**config.mk**
```make
export PLATFORM = sky130hd
export DESIGN_NAME = mii_tx_scheduler_flat
export DESIGN_NICKNAME = d
export VERILOG_FILES = /design/src/rtl/mii_tx_scheduler_pkg.sv /design/src/rtl/mii_tx_scheduler_if.sv /design/src/rtl/mii_tx_scheduler_rr_arbiter.sv /design/src/rtl/mii_tx_scheduler.sv /design/src/flat_wrapper.sv
export SDC_FILE = /design/constraint.sdc
export NUM_CORES = 1
export LEC_CHECK = 0
export ABC_AREA = 1
export BUFFER_PORTS_ARGS = -buffer_cell sky130_fd_sc_hd__clkbuf_2
export CAP_MARGIN = 20
export CORE_MARGIN = 1.5
export CORE_UTILIZATION = 45
export CTS_CLUSTER_DIAMETER = 200
export CTS_CLUSTER_SIZE = 12
export DETAILED_ROUTE_END_ITERATION = 8
export GPL_TIMING_DRIVEN = 0
export PLACE_DENSITY = 0.89
export SLEW_MARGIN = 20
export SYNTH_ARGS = -nofsm -noshare
export SYNTH_HDL_FRONTEND = slang
export SYNTH_SLANG_ARGS = --single-unit
```
**constraint.sdc**
```tcl
create_clock -name clk -period 2.5 [get_ports clk]
set_input_delay 0.25 -clock clk [delete_from_list [all_inputs] [get_ports clk]]
set_output_delay 0.25 -clock clk [all_outputs]
set_load 0.02 [all_outputs]
```
**src/rtl/mii_tx_scheduler_pkg.sv**
```systemverilog
// Shared constants, MII control words and FSM state type
// for the 1.6T MII transmit scheduler.
package mii_pkg;

    localparam int MII_WIDTH = 64;

    localparam logic [7:0] IDLE_CODE  = 8'h07;
    localparam logic [7:0] START_CODE = 8'hFB;
    localparam logic [7:0] EOF_CODE   = 8'hFD;
    localparam logic [7:0] ERROR_CODE = 8'hFE;

    localparam logic [63:0] IDLE_WORD  = {8{IDLE_CODE}};
    localparam logic [63:0] START_WORD = {{7{IDLE_CODE}}, START_CODE};
    localparam logic [63:0] EOF_WORD   = {EOF_CODE, {7{IDLE_CODE}}};
    localparam logic [63:0] ERROR_WORD = {8{ERROR_CODE}};

    typedef enum logic [2:0] {
        S_IDLE,
        S_DATA,
        S_EOF,
        S_DRAIN,
        S_IPG
    } state_t;

    function automatic int idx_width(int n);
        return (n < 2) ? 1 : $clog2(n);
    endfunction

endpackage

```
**src/rtl/mii_tx_scheduler_if.sv**
```systemverilog
// Payload-source and TX MII bundle between the sources,
// the scheduler and the downstream consumer.
interface mii_tx_scheduler_if
    import mii_pkg::*;
#(
    parameter int N_REQ      = 2,
    parameter int DATA_WIDTH = 64
);
    localparam int GW = idx_width(N_REQ);

    logic [N_REQ-1:0]            i_req_valid;
    logic [N_REQ*DATA_WIDTH-1:0] i_req_data;
    logic [N_REQ-1:0]            i_req_last;
    logic [N_REQ-1:0]            o_req_ready;
    logic [DATA_WIDTH-1:0]       o_tx_data;
    logic                        o_tx_ctrl;
    logic [GW-1:0]               o_grant_id;
    logic                        o_busy;
    logic                        o_abort;

    modport master (
        output i_req_valid, i_req_data, i_req_last,
        input  o_req_ready, o_tx_data, o_tx_ctrl,
        input  o_grant_id, o_busy, o_abort
    );

    modport slave (
        input  i_req_valid, i_req_data, i_req_last,
        output o_req_ready, o_tx_data, o_tx_ctrl,
        output o_grant_id, o_busy, o_abort
    );

endinterface

```
**src/rtl/mii_tx_scheduler_rr_arbiter.sv**
```systemverilog
// Round-robin arbiter: first requester after the last grant wins;
// the pointer only moves when a grant is accepted.
module rr_arbiter
    import mii_pkg::*;
#(
    parameter int N_REQ = 2,
    localparam int IW   = idx_width(N_REQ)
) (
    input  logic             clk,
    input  logic             i_rst,
    input  logic [N_REQ-1:0] i_req,
    input  logic             i_accept,
    output logic [N_REQ-1:0] o_grant,
    output logic [IW-1:0]    o_index
);

    logic [IW-1:0] r_ptr;
    logic [IW-1:0] w_cand;
    logic          w_found;

    always_comb begin
        w_found = 1'b0;
        w_cand  = '0;
        o_index = '0;
        for (int i = 1; i <= N_REQ; i++) begin
            w_cand = IW'((int'(r_ptr) + i) % N_REQ);
            if (!w_found && i_req[w_cand]) begin
                w_found = 1'b1;
                o_index = w_cand;
            end
        end
        o_grant = '0;
        if (w_found) o_grant[o_index] = 1'b1;
    end

    // Reset to the last index so source 0 wins the first grant
    always_ff @(posedge clk or posedge i_rst) begin
        if (i_rst) begin
            r_ptr <= IW'(N_REQ - 1);
        end else if (i_accept && w_found) begin
            r_ptr <= o_index;
        end
    end

endmodule

```
**src/rtl/mii_tx_scheduler.sv**
```systemverilog
// Frames N_REQ payload streams onto one 64-bit TX MII lane with
// START/EOF framing, IDLE gap enforcement and ERROR aborts.
module mii_tx_scheduler
    import mii_pkg::*;
#(
    parameter int DATA_WIDTH = 64,
    parameter int N_REQ      = 2,
    parameter int IPG_WORDS  = 1,
    parameter int MAX_WORDS  = 256
) (
    input  logic clk,
    input  logic i_rst,
    input  logic i_enable,
    mii_tx_scheduler_if.slave io_mii
);

    localparam int GW = idx_width(N_REQ);
    localparam int CW = $clog2(MAX_WORDS + 1);
    localparam int PW = idx_width(IPG_WORDS);

    state_t                r_state, w_state_n;
    logic [CW-1:0]         r_cnt, w_cnt_n;
    logic [PW-1:0]         r_gap, w_gap_n;
    logic                  r_err_pend, w_err_n;
    logic [DATA_WIDTH-1:0] r_tx_data, w_data_n;
    logic                  r_tx_ctrl, w_ctrl_n;
    logic [GW-1:0]         r_gid, w_gid_n;
    logic                  r_busy, w_busy_n;
    logic                  r_abort, w_abort_n;

    logic [N_REQ-1:0]      w_grant_oh;
    logic [GW-1:0]         w_grant_idx;
    logic                  w_accept;
    logic [N_REQ-1:0]      w_ready;
    logic [DATA_WIDTH-1:0] w_src_data [N_REQ];
    logic                  w_sel_valid;
    logic                  w_sel_last;
    logic [DATA_WIDTH-1:0] w_sel_data;

    for (genvar g = 0; g < N_REQ; g++) begin : g_src
        assign w_src_data[g] =
            io_mii.i_req_data[g*DATA_WIDTH +: DATA_WIDTH];
    end

    assign w_sel_valid = io_mii.i_req_valid[r_gid];
    assign w_sel_last  = io_mii.i_req_last[r_gid];
    assign w_sel_data  = w_src_data[r_gid];
    assign w_accept    = (r_state == S_IDLE) && i_enable;

    rr_arbiter #(.N_REQ(N_REQ)) u_arb (
        .clk      (clk),
        .i_rst    (i_rst),
        .i_req    (io_mii.i_req_valid),
        .i_accept (w_accept),
        .o_grant  (w_grant_oh),
        .o_index  (w_grant_idx)
    );

    always_comb begin
        w_ready = '0;
        if (r_state == S_DATA || r_state == S_DRAIN)
            w_ready[r_gid] = 1'b1;
    end

    always_comb begin
        w_state_n = r_state;
        w_cnt_n   = r_cnt;
        w_gap_n   = r_gap;
        w_err_n   = 1'b0;
        w_data_n  = IDLE_WORD;
        w_ctrl_n  = 1'b1;
        w_gid_n   = r_gid;
        w_abort_n = 1'b0;
        w_busy_n  = (r_state != S_IDLE);
        case (r_state)
            S_IDLE: begin
                if (i_enable && (|w_grant_oh)) begin
                    w_state_n = S_DATA;
                    w_data_n  = START_WORD;
                    w_gid_n   = w_grant_idx;
                    w_cnt_n   = '0;
                    w_busy_n  = 1'b1;
                end
            end
            S_DATA: begin
                if (w_sel_valid) begin
                    w_data_n = w_sel_data;
                    w_ctrl_n = 1'b0;
                    w_cnt_n  = r_cnt + 1'b1;
                    if (w_sel_last) begin
                        w_state_n = S_EOF;
                    end else if (r_cnt == CW'(MAX_WORDS - 1)) begin
                        w_state_n = S_DRAIN;
                        w_err_n   = 1'b1;
                    end
                end else begin
                    w_data_n  = ERROR_WORD;
                    w_abort_n = 1'b1;
                    w_state_n = S_DRAIN;
                end
            end
            S_EOF: begin
                w_data_n  = EOF_WORD;
                w_state_n = S_IPG;
            end
            S_DRAIN: begin
                // Overlength ERROR follows the last kept data word
                if (r_err_pend) begin
                    w_data_n  = ERROR_WORD;
                    w_abort_n = 1'b1;
                end
                if (w_sel_valid && w_sel_last)
                    w_state_n = S_IPG;
            end
            S_IPG: begin
                if (r_gap == PW'(IPG_WORDS - 1)) begin
                    w_state_n = S_IDLE;
                    w_gap_n   = '0;
                end else begin
                    w_gap_n = r_gap + 1'b1;
                end
            end
            default: w_state_n = S_IDLE;
        endcase
    end

    always_ff @(posedge clk or posedge i_rst) begin
        if (i_rst) begin
            r_state    <= S_IDLE;
            r_cnt      <= '0;
            r_gap      <= '0;
            r_err_pend <= 1'b0;
            r_tx_data  <= IDLE_WORD;
            r_tx_ctrl  <= 1'b1;
            r_gid      <= '0;
            r_busy     <= 1'b0;
            r_abort    <= 1'b0;
        end else begin
            r_state    <= w_state_n;
            r_cnt      <= w_cnt_n;
            r_gap      <= w_gap_n;
            r_err_pend <= w_err_n;
            r_tx_data  <= w_data_n;
            r_tx_ctrl  <= w_ctrl_n;
            r_gid      <= w_gid_n;
            r_busy     <= w_busy_n;
            r_abort    <= w_abort_n;
        end
    end

    assign io_mii.o_req_ready = w_ready;
    assign io_mii.o_tx_data   = r_tx_data;
    assign io_mii.o_tx_ctrl   = r_tx_ctrl;
    assign io_mii.o_grant_id  = r_gid;
    assign io_mii.o_busy      = r_busy;
    assign io_mii.o_abort     = r_abort;

endmodule

```
**src/flat_wrapper.sv**
```systemverilog
// flat-port wrapper written by rule: the top's interface ports become plain ports
module mii_tx_scheduler_flat import mii_pkg::*;
#(
    parameter int DATA_WIDTH = 64,
    parameter int N_REQ      = 2,
    parameter int IPG_WORDS  = 1,
    parameter int MAX_WORDS  = 256
)
  (clk, i_rst, i_enable, io_mii_i_req_valid, io_mii_i_req_data, io_mii_i_req_last, io_mii_o_req_ready, io_mii_o_tx_data, io_mii_o_tx_ctrl, io_mii_o_grant_id, io_mii_o_busy, io_mii_o_abort);
  mii_tx_scheduler_if #(.N_REQ(N_REQ), .DATA_WIDTH(DATA_WIDTH)) io_mii_i ();
  input  logic clk;
  input  logic i_rst;
  input  logic i_enable;
  input wire logic [$bits(io_mii_i.i_req_valid)-1:0] io_mii_i_req_valid;
  input wire logic [$bits(io_mii_i.i_req_data)-1:0] io_mii_i_req_data;
  input wire logic [$bits(io_mii_i.i_req_last)-1:0] io_mii_i_req_last;
  output wire logic [$bits(io_mii_i.o_req_ready)-1:0] io_mii_o_req_ready;
  output wire logic [$bits(io_mii_i.o_tx_data)-1:0] io_mii_o_tx_data;
  output wire logic [$bits(io_mii_i.o_tx_ctrl)-1:0] io_mii_o_tx_ctrl;
  output wire logic [$bits(io_mii_i.o_grant_id)-1:0] io_mii_o_grant_id;
  output wire logic [$bits(io_mii_i.o_busy)-1:0] io_mii_o_busy;
  output wire logic [$bits(io_mii_i.o_abort)-1:0] io_mii_o_abort;
  assign io_mii_i.i_req_valid = io_mii_i_req_valid;
  assign io_mii_i.i_req_data = io_mii_i_req_data;
  assign io_mii_i.i_req_last = io_mii_i_req_last;
  assign io_mii_o_req_ready = io_mii_i.o_req_ready;
  assign io_mii_o_tx_data = io_mii_i.o_tx_data;
  assign io_mii_o_tx_ctrl = io_mii_i.o_tx_ctrl;
  assign io_mii_o_grant_id = io_mii_i.o_grant_id;
  assign io_mii_o_busy = io_mii_i.o_busy;
  assign io_mii_o_abort = io_mii_i.o_abort;
  mii_tx_scheduler #(.DATA_WIDTH(DATA_WIDTH), .N_REQ(N_REQ), .IPG_WORDS(IPG_WORDS), .MAX_WORDS(MAX_WORDS)) u_core (.clk(clk), .i_rst(i_rst), .i_enable(i_enable), .io_mii(io_mii_i));
endmodule
```
==> key figures, run 1 <==
Logic synthesis
  • Simple-Gate Fraction of Synth Area: 19.1%
  • Synth Area in Adders: 0.663%
  • Cell area after technology mapping: 0.00378 sq mm
  • Post-Syn Area per Cell: 9.42 sq um
  • Synthesis warning total: 0
  • Synth Area in Compound Gates: 8.95%
  • Largest family of logic cells by synthesized area: simple AND/OR/NAND/NOR gates
  • Post-synthesis xor/xnor area fraction: 0%
  • Yosys cell types: 27
  • Mux cell area share after synthesis: 9.28%
  • Syn_nets: 538
  • Synth Register Bits: 82
  • Register area share after synthesis: 55.2%
  • Cells after synthesis: 401

STA
  • Final hold violations: 0
  • Slew margin rel.: 51.8%
  • Fmax: 521 MHz
  • Setup clock skew after layout: 7.52 ps
  • Fin crit share: 76.7%
  • Final setup fails: 0
  • Setup slack after layout: 582 ps
  • Final Max Tran Viols: 0
  • RSZ-0062 raised after global routing: no
  • Worst Tran Pin Value: 715 ps
  • Clock period minus final worst setup slack: 1920 ps

Critical path
  • Critical Path Fanout Max: 10
  • CP max stage cell: dfrtp_1
  • Crit path cell chain: buf_4, buf_6, clkbuf_1, nor2_1, clkbuf_2
  • WS Path Type: reg2out
  • Max stage delay on crit path: 360 ps
  • Worst EP required: 2250 ps
  • Crit start category: register
  • Worst Path Arrival: 1670 ps
  • Worst Setup End Kind: output pin

Placement
  • Port-buffer cells: 204
  • Post-DP HPWL: 8670 microns
  • Pre-CTS worst setup slack: 799 ps
  • DP Area: 0.00496 sq mm
  • Global placement routability congestion: 0.857

Drt
  • Highest routed layer: met4
  • Initial DRC count: 111
  • Via-per-instance ratio: 5.05
  • DRC: 0
  • DR WL met2: 6160 microns
  • Routed Antenna Nets: 0
  • Final Routed Wirelength: 11200 microns
  • WL per Instance: 15.4 microns
  • Vias: 3680
  • Wire length on met3: 805 microns
  • DR pass1 iterations: 5
  • Wire length on met1: 3960 microns

Layout
  • Area growth from synthesis to layout: 38.0%
  • Fin util: 63.7%
  • # diodes: 0
  • NumNets Final: 755
  • Max FFs per register: 64
  • Post-route cell area: 0.00521 sq mm
  • Share of layout cells above drive strength 1: 44.1%

Clock network
  • Clock Latency Late Sink: 340 ps
  • Num CTS Buffers: 9
  • H-Tree Depth: 3
  • TritonCTS clock tree: built
  • Maximum root-to-sink buffer count: 2
  • Post-CTS setup buffers: 0
  • Worst-path clk slew: 90 ps
  • Hold_buf cts: 1
  • # clock sinks: 82
  • Cts repair resizes: 0
  • Clk root buf: clkbuf_8

Die
  • Die area: 0.00895 sq mm
  • Die W: 94.6 microns
  • Core area: 0.00818 sq mm
  • Height of the die: 94.6 microns
  • Starting Density: 46.2%
  • Top Ports: 205
  • Site row count: 33

GRT
  • First-pass GRT wire length: 16700 microns
  • GRT Overall Usage: 24.9%
  • Vias in the first global route: 3583
  • Total grt overflow: 0
  • Largest net degree at the start of global routing: 61
  • Initial antenna violation count: 0

Power
  • PD cells: 1190 mW/mm^2
  • Leakage Power: 2.79 nW
  • Total chip power: 0.00623 W
  • Max IR drop VDD: 0.701 mV

Outcome
  • Outcome: finished clean

Flow run
  • Maxcap violations: 0

Worst hold path
  • Hold Path Class: in2reg
-- through the flow --
| stage | hold WS [ps] | TNS [ps] | std cells |
|---|---|---|---|
| 2_1_floorplan | 370 | 0 | 401 |
| 3_3_place_gp | 459 | -36020 | 710 |
| 3_5_place_dp | 235 | 0 | 711 |
| 4_1_cts | 93.6 | 0 | 728 |
| 5_1_grt | 107 | 0 | 728 |
| 6_report | 108 | 0 | 728 |
-- synthesized netlist by cell type, drive strengths merged --
master	count	share of area (%)
o31ai	8	1.6
nor3	2	0.27
a31oi	1	0.17
o21ai	48	6.5
nor2	41	4.7
dfstp	26	18
mux2i	35	9.3
buf	15	3.3
nand2	97	10
a21oi	4	0.53
nand3	29	3.8
dfrtp	56	37
ha	2	0.66
clkbuf	7	0.70
nand4	1	0.17
inv	28	2.8
o211ai	1	0.20
-- final timing paths --
path	startpoint	to	slack [ps]	depth (start not counted)
setup / recovery	u_core.io_mii.o_grant_id	io_mii_o_req_ready[0]	580	5
hold / removal	io_mii_i_req_data[97]	u_core.io_mii.o_tx_data[33]	110	3
setup reg to reg	u_core.r_cnt[0]	u_core.r_state[1]	730	12
hold reg to reg	u_core.u_arb.r_ptr	u_core.u_arb.r_ptr	520	2
max in group asynchronous	i_rst	u_core.io_mii.o_tx_data[40]	1440	4
min in group asynchronous	i_rst	u_core.io_mii.o_tx_data[21]	410	3
-- layout by cell type, fill, tap and decap left out, types with 2 or more instances in the layout --
master and count:
dfstp_2 26, ha_1 2, dfrtp_1 56, nand2_2 4, inv_1 24, nand3_1 29, bufinv_16 3, a21oi_1 4
buf_2 3, nor3_1 2, nor2_2 3, clkbuf_8 9, clkbuf_1 8, nand2_1 92, clkbuf_2 204, o21ai_1 6
clkinv_4 2, mux2i_1 35, inv_4 2, buf_4 7, o21ai_0 41, inv_2 2, nor2_1 37, o31ai_1 8
buf_6 5
-- per-layer routing --
layer  global-route usage, %  vias up
met5                       0        -
met1                    25.8     1759
li1                        -     1739
met2                    47.7      164
met3                    5.07       18
met4                    10.6        0
-- final cells by class --
type                       count  area, sq um
timing repair buffer         206         1060
inverter                      28          110
buffer                        22          150
fill                         696         2960
clock inverter                 6          115
multi-input combinational    269         1430
tap                          105          131
clock buffer                  10          128
sequential                    82         2080
-- logic make-up (layout without fill, tap and decap cells) --
logic type / after synthesis / after routing
AND/OR/NAND/NOR: 170 / 170
flip-flops: 82 / 82
buffers and inverters: 50 / 272
multiplexers: 35 / 35
adder cells (fa/ha/maj): 2 / 2
AO/OA/AOI/OAI: 62 / 62
-- report_power, final --
part           switching [W]  total, W  leakage, nW  internal [W]
Sequential          0.000172   0.00207         1.00       0.00190
Combinational        0.00200   0.00300         1.67       0.00100
Clock               0.000487   0.00115        0.117      0.000667
Total                0.00265   0.00623         2.79       0.00357
-- critical path, delay by kind of cell, from the launching register on --
family | cells | cell delay, ps
buffers and inverters | 4 | 870
and+or+nand+nor | 1 | 90
DFF | 1 | 360
No activity file was read; power rests on OpenSTA's default activity.
==> run 2: changes to the inputs <==
Settings changed: CORE_UTILIZATION 45 to 40, PLACE_DENSITY 0.89 to 0.84.
Clock period 2.5 ns to 1.7 ns, I/O delays scaled along.
==> run 2 against run 1 <==
Non-clock buffer count is 2 higher. Largest power group unchanged. Core utilization decreased by 7.2 points. Critical path depth decreased by 1. Cell area down 0.14%. Global-route usage decreased by 4.7 points.
==> key figures, run 2 (same netlist as run 1, synthesis figures left out) <==
Outcome
  • Outcome: finished clean

GRT
  • Total grt overflow: 0 (unchanged)
  • Initial antenna violation count: 0 (unchanged)
  • First-pass GRT wire length: 15800 microns (-5.0%)
  • Largest net degree at the start of global routing: 34 (-44%)
  • Vias in the first global route: 3519 (-1.8%)
  • GRT Overall Usage: 20.2% (-4.7 points)

Layout
  • Post-Layout Cell Count: 736 (+1.1%)
  • Share of layout cells above drive strength 1: 45.6% (+1.5 points)
  • Most frequent cells in the layout: clkbuf_2, nand2_1, dfrtp_1
  • Post-route cell area: 0.00520 sq mm (-0.14%)
  • Area growth from synthesis to layout: 37.8%
  • # diodes: 0 (unchanged)
  • Max FFs per register: 64 (unchanged)
  • Leading cell type in the layout, fill and taps excluded: clkbuf_2
  • NumNets Final: 757 (+0.26%)

Die
  • Top Ports: 205 (unchanged)
  • Die area: 0.0100 sq mm (+12%)
  • Starting Density: 41.1% (-5.1 points)
  • Core area: 0.00920 sq mm (+12%)
  • Height of the die: 100 microns (+5.9%)
  • Site row count: 35 (+6.1%)
  • Die W: 100 microns (+5.9%)

Placement
  • Post-DP HPWL: 8250 microns (-4.8%)
  • Port-buffer cells: 204 (unchanged)
  • DP Area: 0.00499 sq mm (+0.58%)
  • Cell count after placement: 718 (+0.98%)
  • Global placement routability congestion: 0.853 (-0.55%)
  • Pre-CTS worst setup slack: -29.6 ps (-829 ps)

Clock network
  • Worst-path clk slew: 80 ps (about the same)
  • Num CTS Buffers: 9 (unchanged)
  • H-Tree Depth: 3 (unchanged)
  • # clock sinks: 82 (unchanged)
  • TritonCTS clock tree: built
  • Clk root buf: clkbuf_8
  • Clock Latency Late Sink: 340 ps (about the same)
  • Maximum root-to-sink buffer count: 2 (unchanged)

Power
  • Max IR drop VDD: 0.822 mV (+17%)
  • Total chip power: 0.00869 W (+40%)
  • PD cells: 1670 mW/mm^2 (+40%)
  • Leakage Power: 2.77 nW (-0.70%)

Critical path
  • Worst Setup End Kind: output pin
  • Crit start category: register
  • CP max stage cell: dfrtp_1
  • WS Path Type: reg2out
  • Worst Path Arrival: 1450 ps (-220 ps)
  • Crit path cell chain: buf_4, buf_6, nor2_1, clkbuf_2
  • Critical Path Fanout Max: 19 (+9)
  • Worst EP required: 1530 ps (-720 ps)
  • Max stage delay on crit path: 400 ps (+40 ps)

Drt
  • WL per Instance: 14.0 microns (-8.7%)
  • Initial DRC count: 124 (+12%)
  • Final Routed Wirelength: 10300 microns (-7.7%)
  • Routed Antenna Nets: 0 (unchanged)
  • Vias: 3609 (-1.9%)
  • Via-per-instance ratio: 4.90 (-3.0%)
  • DRC: 0 (unchanged)
  • DR pass1 iterations: 4 (-1)

STA
  • Fmax: 616 MHz
  • Clock period minus final worst setup slack: 1620 ps
  • Final hold violations: 0 (unchanged)
  • Final Max Tran Viols: 0 (unchanged)
  • Setup clock skew after layout: 5.91 ps (-1.61 ps)
  • Slew margin rel.: 57.9% (+6.1 points)
  • Final setup fails: 0 (unchanged)
  • Worst Tran Pin Value: 625 ps (-90.7 ps)
  • Fin crit share: 95.5%
  • WHS: 32.6 ps (-75.2 ps)
  • RSZ-0062 raised after global routing: no
  • Setup slack after layout: 76.6 ps (-506 ps)

Worst hold path
  • Hold Path Class: in2reg

Flow run
  • Maxcap violations: 0 (unchanged)
[run 2: changes by cell type in the layout (fill, tap and decap cells not counted), moves of 2 or more]
cell,before,now
buf_4,7,9
nor2_2,3,6
clkinv_4,2,0
clkbuf_1,8,6
nor2_1,37,34
bufinv_16,3,0
clkinvlp_4,1,4
[run 2: power breakdown]
group	total (W)	switching, W	internal (W)
registers	0.00302	0.000232	0.00279
clock network	0.00129	0.000712	0.000577
logic	0.00437	0.00287	0.00150
total	0.00869	0.00382	0.00487
[run 2: repair_timing]
item	4_1_cts	5_1_grt
gates cloned	0	0
gates resized for setup	3	7
endpoints found under the hold margin	3	0
setup buffers	0	2
pin swaps	0	1
setup endpoints to repair	8	4
hold buffers	1	0
[run 2: final cells by class]
type	instances	area [sq um]
Clock buffer	11	141
Timing Repair Buffer	209	1090
Clock inverter	5	37.5
Sequential cell	82	2080
Buffer	21	150
Inverter	28	111
Tap cell	111	139
Fill cell	793	3990
Multi-Input combinational cell	269	1450
[run 2: final timing paths]
| kind | startpoint | end | slack, ps | cells after the start |
|---|---|---|---|---|
| min in group asynchronous | i_rst | u_core.io_mii.o_tx_data[35] | 430 | 3 |
| min reg2reg | u_core.u_arb.r_ptr | u_core.u_arb.r_ptr | 520 | 2 |
| max in group asynchronous | i_rst | u_core.io_mii.o_tx_data[57] | 680 | 4 |
| min | io_mii_i_req_data[114] | u_core.io_mii.o_tx_data[50] | 30 | 3 |
| max | u_core.io_mii.o_grant_id | io_mii_o_req_ready[0] | 80 | 4 |
| max reg2reg | u_core.r_cnt[1] | u_core.r_state[1] | 90 | 12 |
[run 2: worst max-delay path: cells and delay by family, from the launching register on]
kind,cells,cell delay (ps)
buffers and inverters,3,550
flip-flops,1,400
AND/OR/NAND/NOR,1,160
[run 2: per-stage QoR]
step / util (%) / setup TNS, ps
6_report: 56.6 / 0
5_1_grt: 56.6 / 0
4_1_cts: 56.3 / 0
3_5_place_dp: 54.2 / -67.3
3_3_place_gp: 53.7 / 0
2_1_floorplan: - / 0
[run 2: per-layer routing]
| metal | wire length (microns) | GRT usage, % |
|---|---|---|
| met5 | 0 | 0 |
| met4 | 140 | 5.53 |
| met1 | 4070 | 23.0 |
| met3 | 615 | 4.67 |
| met2 | 5490 | 37.8 |
==> run 3: changes to the inputs <==
Settings changed: ABC_AREA 1 to 0, RECOVER_POWER set to 50.
==> run 3 against run 2 <==
The flow now finishes with violations (design-rule violations, negative setup slack). Clock power increased by 28%. Hold slack better by 0.78 ps. Fmax shrank 5.0%. Clock-buffer cell count unchanged. Synthesized area down 3.2%. Global-route usage increased by 1.1 points. Flip-flop and latch count unchanged. Wire length down 1.2%. Worst setup slack worse by 85 ps. Final cell count decreased by 11%. Critical path depth up 2. Critical path type is now reg2reg. Largest power group unchanged.
==> key figures, run 3 <==
Logic synthesis
  • Syn_nets: 456 (-15%)
  • Asr flop ratio synth: 100% (unchanged)
  • Predominant post-synthesis flop cell: dfrtp_1
  • Synth Register Bits: 82 (unchanged)
  • EDFF count, synth: 0 (unchanged)
  • Top post-synthesis cells by count: mux2i_1, dfrtp_1, o21ai_0
  • Register area share after synthesis: 57.0% (+1.8 points)
  • Count leader, synth: mux2i_1
  • Yosys cell types: 40 (+48%)
  • Area leader, netlist: dfrtp_1
  • Cells after synthesis: 319 (-20%)
  • Ranking of synthesized cells by area: dfrtp_1, dfstp_2, mux2i_1
  • Yosys top cell area share: 38.3% (+1.2 points)
  • Post-Syn Area per Cell: 11.5 sq um (+22%)
  • Synthesis warning total: 0 (unchanged)
  • Cell area after technology mapping: 0.00365 sq mm (-3.2%)

STA
  • Final hold violations: 0 (unchanged)
  • Setup slack after layout: -8.29 ps (-84.9 ps)
  • Final setup fails: 1 (+1)
  • Final Max Tran Viols: 0 (unchanged)
  • Setup clock skew after layout: 10.8 ps (+4.90 ps)
  • WHS: 33.4 ps (+0.779 ps)
  • Worst Tran Pin Value: 757 ps (+133 ps)
  • Slew margin rel.: 49.2% (-8.7 points)
  • RSZ-0062 raised after global routing: yes
  • Fmax: 585 MHz (-5.0%)
  • Fin crit share: 100% (+5.0 points)
  • Clock period minus final worst setup slack: 1710 ps (+84.9 ps)
  • Fin Setup TNS: -8.29 ps (-8.29 ps)

Clock network
  • H-Tree Depth: 3 (unchanged)
  • TritonCTS clock tree: built
  • Maximum root-to-sink buffer count: 2 (unchanged)
  • Clock Latency Late Sink: 350 ps (about the same)
  • # clock sinks: 82 (unchanged)
  • Num CTS Buffers: 9 (unchanged)
  • Worst-path clk slew: 90 ps (about the same)
  • Clk root buf: clkbuf_8

Power
  • Clk pwr share: 19.6% (+4.8 points)
  • PD cells: 1620 mW/mm^2 (-2.9%)
  • Internal: 0.00503 W (+3.2%)
  • Max IR drop VDD: 0.668 mV (-19%)
  • Net Sw Frac: 40.4% (-3.5 points)
  • Power share of the combinational group: 46.0% (-4.4 points)
  • Seq pwr share: 34.4% (-0.4 points)
  • Switching pwr: 0.00341 W (-11%)
  • Leakage Power: 2.53 nW (-8.8%)

Drt
  • DRC: 18 (+18)
  • Initial DRC count: 165 (+33%)
  • Via-per-instance ratio: 5.00 (+1.9%)
  • Final Routed Wirelength: 10200 microns (-1.2%)
  • Vias: 3268 (-9.4%)
  • WL per Instance: 15.6 microns (+11%)
  • Routed Antenna Nets: 0 (unchanged)
  • DR pass1 iterations: 7 (+3)

Layout
  • Most frequent cells in the layout: clkbuf_2, mux2i_1, dfrtp_1
  • Share of layout cells above drive strength 1: 45.6% (about the same)
  • Fin util: 59.1% (+2.5 points)
  • NumNets Final: 678 (-10%)
  • Max FFs per register: 64 (unchanged)
  • Leading cell type in the layout, fill and taps excluded: clkbuf_2
  • Area growth from synthesis to layout: 42.5%
  • # diodes: 0 (unchanged)
  • Post-Layout Cell Count: 654 (-11%)

Critical path
  • Worst Path Arrival: 1920 ps (+470 ps)
  • Crit start category: register
  • Worst Setup End Kind: register
  • RR Endpoint: u_core.r_cnt[7]
  • Critical Path Fanout Max: 7 (-12)
  • Worst EP required: 1910 ps (+380 ps)
  • WS Path Type: reg2reg
  • R2r startpoint: u_core.r_state[1]
  • Reg2Reg Depth: 6 (-6)
  • FF-to-FF setup slack: -8 ps (-100 ps)

Die
  • Starting Density: 41.5% (+0.44 points)
  • Die W: 98.6 microns (-1.6%)
  • Height of the die: 98.6 microns (-1.6%)
  • Die area: 0.00972 sq mm (-3.1%)
  • Site row count: 34 (-2.9%)
  • Core area: 0.00881 sq mm (-4.2%)
  • Top Ports: 205 (unchanged)

GRT
  • First-pass GRT wire length: 16200 microns (+2.1%)
  • Vias in the first global route: 3374 (-4.1%)
  • Largest net degree at the start of global routing: 37 (+8.8%)
  • Initial antenna violation count: 0 (unchanged)
  • Total grt overflow: 0 (unchanged)
  • GRT Overall Usage: 21.3% (+1.1 points)

Outcome
  • Failing checks: design-rule violations, negative setup slack
  • Outcome: complete, but fails checks

Placement
  • Global placement routability congestion: 0.817 (-4.2%)
  • Cell count after placement: 633 (-12%)
  • Port-buffer cells: 204 (unchanged)
  • Post-DP HPWL: 7810 microns (-5.4%)

Worst hold path
  • Hold path cells: 3 (unchanged)
  • Critical hold path startpoint: io_mii_i_req_data[17]
  • Hold Path Class: in2reg
  • Hold EP: u_core.io_mii.o_tx_data[17]

Flow run
  • Maxcap violations: 0 (unchanged)
[run 3: cell count changes in the layout (fill, tap and decap cells not counted), sizes merged, moves of 8 or more]
| cell | delta |
|---|---|
| mux2i | +27 |
| inv | -20 |
| a211oi | +8 |
| nand2 | -67 |
| nand3 | -27 |
| nor2 | -34 |
[run 3: power groups by stage]
stage	registers, W	clock network [W]	logic [W]
4_1_cts	0.00289	0.00169	0.00387
6_report	0.00291	0.00165	0.00388
5_1_grt	0.00297	0.00177	0.00422
3_5_place_dp	0.00292	0	0.00377
2_1_floorplan	0.00360	0	0.00182
3_3_place_gp	0.00290	0	0.00364
[run 3: critical path, stage by stage, from the launching register on]
cell and delay, ps:
dfrtp_1 400, or3b_1 370, buf_6 150, nor2_4 130
inv_4 80, o41ai_4 350, a21oi_2 80
[run 3: kinds of logic after synthesis]
logic type,after synthesis,share of synthesized area (%)
xor gates and xnor gates,3,0.719
DFF,82,57.0
and+or+nand+nor,65,9.42
AOI/OAI and AO/OA,71,11.1
adders and majority gates,2,0.685
muxes,63,17.4
buffers and inverters,33,3.66
[run 3: routing by layer]
layer  track usage, %  part of all wire (%)  vias to the layer above
met5                0                     0                        -
met4             8.24                   1.9                        0
met3             5.04                   7.4                       16
met2             37.8                    51                      138
met1             24.9                    40                     1554
li1                 -                     -                     1560
[run 3: cell type report]
| cell class | instances | area [sq um] |
|---|---|---|
| clock inverter | 5 | 85.1 |
| timing repair buffer | 214 | 1080 |
| fill | 776 | 3600 |
| multi-input combinational | 204 | 1500 |
| clock buffer | 11 | 151 |
| sequential | 82 | 2090 |
| tap | 108 | 135 |
| inverter | 9 | 37.5 |
| buffer | 21 | 131 |
[run 3: how the worst max path moves through the flow]
stage / start / to / slack, ps / depth (start not counted)
finish: u_core.r_state[1] / u_core.r_cnt[7] / -8 / 6
global route: u_core.r_state[1] / u_core.r_cnt[7] / -80 / 6
CTS: u_core.r_state[0] / u_core.r_cnt[7] / -110 / 5
detailed placement: u_core.r_state[2] / u_core.io_mii.o_tx_data[15] / -460 / 6
global placement: u_core.r_state[2] / u_core.io_mii.o_tx_data[5] / -420 / 6
floorplan: u_core.r_state[2] / u_core.r_cnt[7] / 4 / 5
[run 3: what timing repair did]
item | CTS | global route
buffers inserted | 2 | 5
hold buffers | 1 | 0
resized for setup | 18 | 25
endpoints found under the hold margin | 1 | 0
endpoints found under the setup margin | 69 | 65
pin swaps | 2 | 3
[run 3: metrics by stage]
stage	power (W)	setup slack (ps)	area (sq um)
finish	0.00844	-8.29	5210
global route	0.00896	-75.3	5210
CTS	0.00846	-109	5180
detailed placement	0.00669	-464	4870
global placement	0.00654	-419	4830
floorplan	0.00541	3.55	3680
